--- src/rtl/mips_mc_core.sv ---
// Multi-cycle 16-bit-instruction MIPS core: FETCH/DECODE/EXEC/MEM/WB with
// req/ack instruction and data memory ports, HALT and a retire pulse.
module mips_mc_core #(
  parameter int unsigned DATA_W = 16,
  parameter int unsigned PC_W   = 13
) (
  input  logic              clk,
  input  logic              rst,
  output logic              imem_req,
  output logic [PC_W-1:0]   imem_addr,
  input  logic [15:0]       imem_rdata,
  input  logic              imem_ack,
  output logic              dmem_req,
  output logic              dmem_we,
  output logic [DATA_W-1:0] dmem_addr,
  output logic [DATA_W-1:0] dmem_wdata,
  input  logic [DATA_W-1:0] dmem_rdata,
  input  logic              dmem_ack,
  output logic [15:0]       current_instr,
  output logic [PC_W-1:0]   PC_current,
  output logic              retired,
  output logic              halted
);

  localparam int unsigned IMM_W = 7;
  localparam int unsigned REG_N = 8;

  localparam logic [2:0] OP_R    = 3'd0;
  localparam logic [2:0] OP_ADDI = 3'd1;
  localparam logic [2:0] OP_LW   = 3'd2;
  localparam logic [2:0] OP_SW   = 3'd3;
  localparam logic [2:0] OP_BEQ  = 3'd4;
  localparam logic [2:0] OP_J    = 3'd5;
  localparam logic [2:0] OP_JAL  = 3'd6;
  localparam logic [2:0] OP_HALT = 3'd7;

  localparam logic [3:0] F_ADD = 4'd0;
  localparam logic [3:0] F_SUB = 4'd1;
  localparam logic [3:0] F_AND = 4'd2;
  localparam logic [3:0] F_OR  = 4'd3;
  localparam logic [3:0] F_SLT = 4'd4;
  localparam logic [3:0] F_JR  = 4'd5;

  typedef enum logic [2:0] {
    S_FETCH, S_DECODE, S_EXEC, S_MEM, S_WB, S_HALT
  } state_t;

  state_t            state;
  logic [PC_W-1:0]   pc;
  logic [PC_W-1:0]   npc;
  logic [15:0]       ir;
  logic [DATA_W-1:0] a;
  logic [DATA_W-1:0] b;
  logic [DATA_W-1:0] alu;
  logic [DATA_W-1:0] mdr;
  logic [DATA_W-1:0] rf [REG_N];

  logic [2:0]        op;
  logic [2:0]        rs;
  logic [2:0]        rt;
  logic [2:0]        rd;
  logic [3:0]        funct;
  logic [DATA_W-1:0] imm_ext;
  logic [PC_W-1:0]   imm_pc;
  logic [PC_W-1:0]   target;
  logic [DATA_W-1:0] alu_c;
  logic              wr_en;
  logic [2:0]        wr_sel;
  logic [DATA_W-1:0] wr_data;

  assign op      = ir[15:13];
  assign rs      = ir[12:10];
  assign rt      = ir[9:7];
  assign rd      = ir[6:4];
  assign funct   = ir[3:0];
  assign imm_ext = {{(DATA_W-IMM_W){ir[IMM_W-1]}}, ir[IMM_W-1:0]};
  assign imm_pc  = imm_ext[PC_W-1:0];
  assign target  = ir[PC_W-1:0];

  assign imem_addr     = pc;
  assign PC_current    = pc;
  assign current_instr = ir;
  assign dmem_addr     = alu;
  assign dmem_wdata    = b;

  // ALU: R-type ops, effective address / addi sum, jal link value
  always_comb begin
    alu_c = '0;
    case (op)
      OP_R: begin
        case (funct)
          F_ADD:   alu_c = a + b;
          F_SUB:   alu_c = a - b;
          F_AND:   alu_c = a & b;
          F_OR:    alu_c = a | b;
          F_SLT:   alu_c = {{(DATA_W-1){1'b0}}, ($signed(a) < $signed(b))};
          default: alu_c = '0;
        endcase
      end
      OP_ADDI, OP_LW, OP_SW: alu_c = a + imm_ext;
      OP_JAL:  alu_c = DATA_W'(npc);
      default: alu_c = '0;
    endcase
  end

  // Write-back destination and data selection
  always_comb begin
    wr_en   = 1'b0;
    wr_sel  = 3'd0;
    wr_data = alu;
    case (op)
      OP_R: begin
        if (funct <= F_SLT) begin
          wr_en  = 1'b1;
          wr_sel = rd;
        end
      end
      OP_ADDI: begin
        wr_en  = 1'b1;
        wr_sel = rt;
      end
      OP_LW: begin
        wr_en   = 1'b1;
        wr_sel  = rt;
        wr_data = mdr;
      end
      OP_JAL: begin
        wr_en  = 1'b1;
        wr_sel = 3'd7;
      end
      default: wr_en = 1'b0;
    endcase
  end

  // Control FSM, datapath registers and register file
  always_ff @(posedge clk or negedge rst) begin
    if (!rst) begin
      state    <= S_FETCH;
      pc       <= '0;
      npc      <= '0;
      ir       <= '0;
      a        <= '0;
      b        <= '0;
      alu      <= '0;
      mdr      <= '0;
      imem_req <= 1'b0;
      dmem_req <= 1'b0;
      dmem_we  <= 1'b0;
      retired  <= 1'b0;
      halted   <= 1'b0;
      for (int i = 0; i < int'(REG_N); i++) rf[i] <= '0;
    end else begin
      retired <= 1'b0;
      case (state)
        S_FETCH: begin
          // First cycle out of reset raises the request; later entries arrive with it set.
          if (imem_req && imem_ack) begin
            ir       <= imem_rdata;
            npc      <= pc + PC_W'(1);
            imem_req <= 1'b0;
            state    <= S_DECODE;
          end else begin
            imem_req <= 1'b1;
          end
        end
        S_DECODE: begin
          a     <= rf[rs];
          b     <= rf[rt];
          state <= S_EXEC;
        end
        S_EXEC: begin
          alu <= alu_c;
          if (op == OP_BEQ || op == OP_J || (op == OP_R && funct == F_JR)) begin
            if (op == OP_BEQ) pc <= (a == b) ? npc + imm_pc : npc;
            else if (op == OP_J) pc <= target;
            else pc <= a[PC_W-1:0];
            retired  <= 1'b1;
            imem_req <= 1'b1;
            state    <= S_FETCH;
          end else if (op == OP_HALT) begin
            retired <= 1'b1;
            halted  <= 1'b1;
            state   <= S_HALT;
          end else if (op == OP_LW || op == OP_SW) begin
            dmem_req <= 1'b1;
            dmem_we  <= (op == OP_SW);
            state    <= S_MEM;
          end else begin
            state <= S_WB;
          end
        end
        S_MEM: begin
          if (dmem_req && dmem_ack) begin
            dmem_req <= 1'b0;
            dmem_we  <= 1'b0;
            if (op == OP_LW) begin
              mdr   <= dmem_rdata;
              state <= S_WB;
            end else begin
              pc       <= npc;
              retired  <= 1'b1;
              imem_req <= 1'b1;
              state    <= S_FETCH;
            end
          end
        end
        S_WB: begin
          if (wr_en && wr_sel != 3'd0) rf[wr_sel] <= wr_data;
          pc       <= (op == OP_JAL) ? target : npc;
          retired  <= 1'b1;
          imem_req <= 1'b1;
          state    <= S_FETCH;
        end
        default: begin
          state <= S_HALT;
        end
      endcase
    end
  end

endmodule

--- config.mk ---
export PLATFORM = sky130hd
export DESIGN_NAME = mips_mc_core
export DESIGN_NICKNAME = d
export VERILOG_FILES = /design/src/rtl/mips_mc_core.sv
export SDC_FILE = /design/constraint.sdc
export NUM_CORES = 1
export LEC_CHECK = 0
export BUFFER_PORTS_ARGS = -buffer_cell sky130_fd_sc_hd__buf_2
export CAP_MARGIN = 20
export CORE_AREA = 3 3 229 231
export DETAILED_ROUTE_END_ITERATION = 12
export DIE_AREA = 0 0 232 234
export GPL_TIMING_DRIVEN = 0
export SYNTH_ARGS = -nofsm -noshare
export SYNTH_HDL_FRONTEND = slang
export SYNTH_SLANG_ARGS = --single-unit
--- constraint.sdc ---
create_clock -name clk -period 3 [get_ports clk]
set_input_delay 0.3 -clock clk [delete_from_list [all_inputs] [get_ports clk]]
set_output_delay 0.3 -clock clk [all_outputs]
set_load 0.02 [all_outputs]
==> flow_summary.toml <==
[grt]
grtUsageTotal = 0.1962
grt_max_degree = 126
grt_pass1_vias = 13415
antenna_found_initial = 0
grt_pass1_wl_mm = 82.15
gr-total-overflow = 0

[critical_path]
start_kind = "register"
crit_type = "register to register"
cpPeakStageDelay_ns = 0.58
crit_chain = "inv_2 -> ha_2 -> or4_4 -> or2_1 -> buf_6 -> a21oi_2 -> o21ai_1 -> mux2_2 -> a222oi_1 -> a21oi_1"
end_kind = "register"
slowest_stage = "or4_4"
path_max_fanout = 9
critPathArrivalTime_ns = 3.39
path_delay_family = "simple AND/OR/NAND/NOR gates"
critPathLaunch = "dmem_wdata[5]$_DFFE_PN0P_"
crit_required_ns = 3.42
path_buf_inv = 2
r2r-start = "dmem_wdata[5]$_DFFE_PN0P_"

[floorplanning]
die_x_um = 232
die_area_mm2 = 0.05429
fp.dieH_um = 234
num_rows = 82
start_util = 0.2999
top_level_ports = 115
core_mm2 = 0.05027

[clock_tree]
numCtsBuffers = 27
cts_tree = "yes"
cts_buffer_depth = 3
path_clk_slew_ns = 0.06
clock_latency_ns = 0.55
cts.sinks = 242
cts.htree.levels = 1
cts_root_buffer = "clkbuf_16"

[power]
power_mw = 6.723
leakage_nw = 7.796
power.density_mw_per_mm2 = 367.6
peakVddDrop_mv = 0.3686

[final_layout]
synthToLayoutAreaGrowth_pct = 21.31
final_area_mm2 = 0.01829
layout_commonest_cell = "dfrtp_1"
nets = 1900
drive_gt1_frac = 0.2321
fillers = 5053
final_core_utilization = 0.3638
final_cell_mix = "dfrtp_1 (211), nand2_1 (205), o21ai_0 (165)"
n_antenna_cell = 0

[sta]
worst_slew_pin_slew_ns = 1.015
slew_headroom = 0.3234
rsz0062_at_grt = "true"
setup-violations-final = 0
fmax_mhz = 336.9
finalCriticalPeriod_ns = 2.968
timing.final.crit_share = 0.9894
postLayoutSetupSlackWorst_ns = 0.03168
drv_slew = 0
fin_tns_setup_ns = 0
finalHoldViolCount = 0
finClkSkew_ns = 0.01287

[synthesis]
synth_async_sr_flop_share = 1.000
syn_area_per_cell_um2 = 9.542
yosys_warnings = 0
synth_cells = 1580
synth_edf_count = 0
synth_area_mm2 = 0.01508
yosysUniqueCellTypes = 79
syn_nets = 1696
synthFlopType = "dfrtp_1"
ys_seq_area_frac = 0.4017
ys_ff_latch = 242

[routing]
drt_first_pass_iters = 8
top_layer = "met4"
drtIter0Drc = 1420
met1Wirelength_mm = 21.87
drtAntennaViolNets = 0
via_per_inst = 5.471
route.detailed.drc = 0
drt-total-wl_mm = 54.11
wl_met2_mm = 26.43
avgRoutedWirePerCell_um = 21.88
route.met3.wl_mm = 3.507
routed-via-count = 13531

[status]
outcome = "complete, no violations"

[placement]
dp_hpwl_mm = 41.03
gp_congestion = 0.9520
place_worst_setup_slack_ns = -0.5356
placedInstanceArea_mm2 = 0.01658
portBuffers = 114

[flow_run]
maxCapViolations = 0

[hold_path]
min_path_type = "input port to register"
hp-start = "dmem_rdata[4]"
==> through the flow <==
stage / hold slack, ns / std cells
final: 0.02694 / 2473
after global routing: 0.01816 / 2473
after CTS: 0.005958 / 2464
after detailed placement: 0.2231 / 2370
after global placement: 0.4527 / 2366
after floorplan: 0.004409 / 1580
==> worst paths after layout <==
kind	depth (start not counted)	to	slack [ns]
max	10	PC_current[2]$_DFFE_PN0P_	0.03
min	2	mdr[4]$_DFFE_PN0P_	0.03
max reg2reg	10	PC_current[2]$_DFFE_PN0P_	0.03
min reg2reg	1	rf[112]$_DFFE_PN0P_	0.48
max in group asynchronous	4	dmem_wdata[9]$_DFFE_PN0P_	1.37
min in group asynchronous	2	current_instr[6]$_DFFE_PN0P_	0.24
==> cells in the mapped netlist, drive strengths merged, types with 21 or more instances <==
master	n	area share
inv	56	0.014
dfrtp	242	0.40
a31oi	30	0.012
ha	76	0.063
nor3	21	0.0073
nand2	205	0.051
o21ai	168	0.056
mux2	28	0.021
clkbuf	89	0.022
nor2	143	0.036
mux2i	36	0.024
mux4	64	0.096
buf	36	0.014
xnor2	22	0.013
a21oi	107	0.036
==> repair_timing <==
| action | in CTS | in global routing |
|---|---|---|
| pin swaps | 9 | 12 |
| hold buffers | 30 | 0 |
| hold endpoints to repair | 74 | 0 |
| resized for setup | 46 | 76 |
| setup endpoints to repair | 116 | 128 |
| buffers inserted | 21 | 8 |
==> sequential cells by signal (all words and copies together) (netlist names), 3 cells and up <==
register,cells
rf,128
a,16
current_instr,16
dmem_addr,16
dmem_wdata,16
mdr,16
PC_current,13
npc,13
state,3
==> power by group <==
| part | internal [mW] | total [mW] | switching (mW) |
|---|---|---|---|
| registers | 3.26 | 3.26 | 0 |
| logic | 0.0504 | 0.131 | 0.0802 |
| clock network | 1.96 | 3.33 | 1.37 |
| total | 5.27 | 6.72 | 1.45 |
==> kinds of logic (layout without fill, tap and decap cells) <==
group	count (synthesis)	after routing	share of synthesized area
simple gates	472	472	0.1388
flops	242	242	0.4017
mux	128	128	0.1404
compound gates	437	437	0.1779
fa+ha+maj	80	80	0.06838
xor+xnor	37	37	0.02149
buf+inv	184	405	0.05137
==> final cells by class <==
cell class	count	area [um2]	share of cell area
Timing Repair Buffer	178	1189	0.06499
Multi-Input combinational cell	1154	8491	0.4642
Inverter	59	229.0	0.01252
Clock buffer	37	773.2	0.04228
Clock inverter	9	103.9	0.005678
Tap cell	672	840.8	0.04597
Buffer	122	569.3	0.03113
Sequential cell	242	6095	0.3332
==> worst register-to-register path: cells and delay by family (launching register included) <==
| kind | cells | cell delay [ns] |
|---|---|---|
| fa+ha+maj | 1 | 0.31 |
| flops | 1 | 0.46 |
| buf+inv | 2 | 0.24 |
| mux | 1 | 0.28 |
| simple gates | 2 | 0.82 |
| compound gates | 4 | 0.73 |
==> per-layer routing <==
layer  global-route usage  up-vias
met2               0.3352      495
met1               0.2505     6796
met5                    0        -
met3              0.02830      116
met4              0.07920        0
li1                     -     6124
Power figures use the tool's default switching activity.
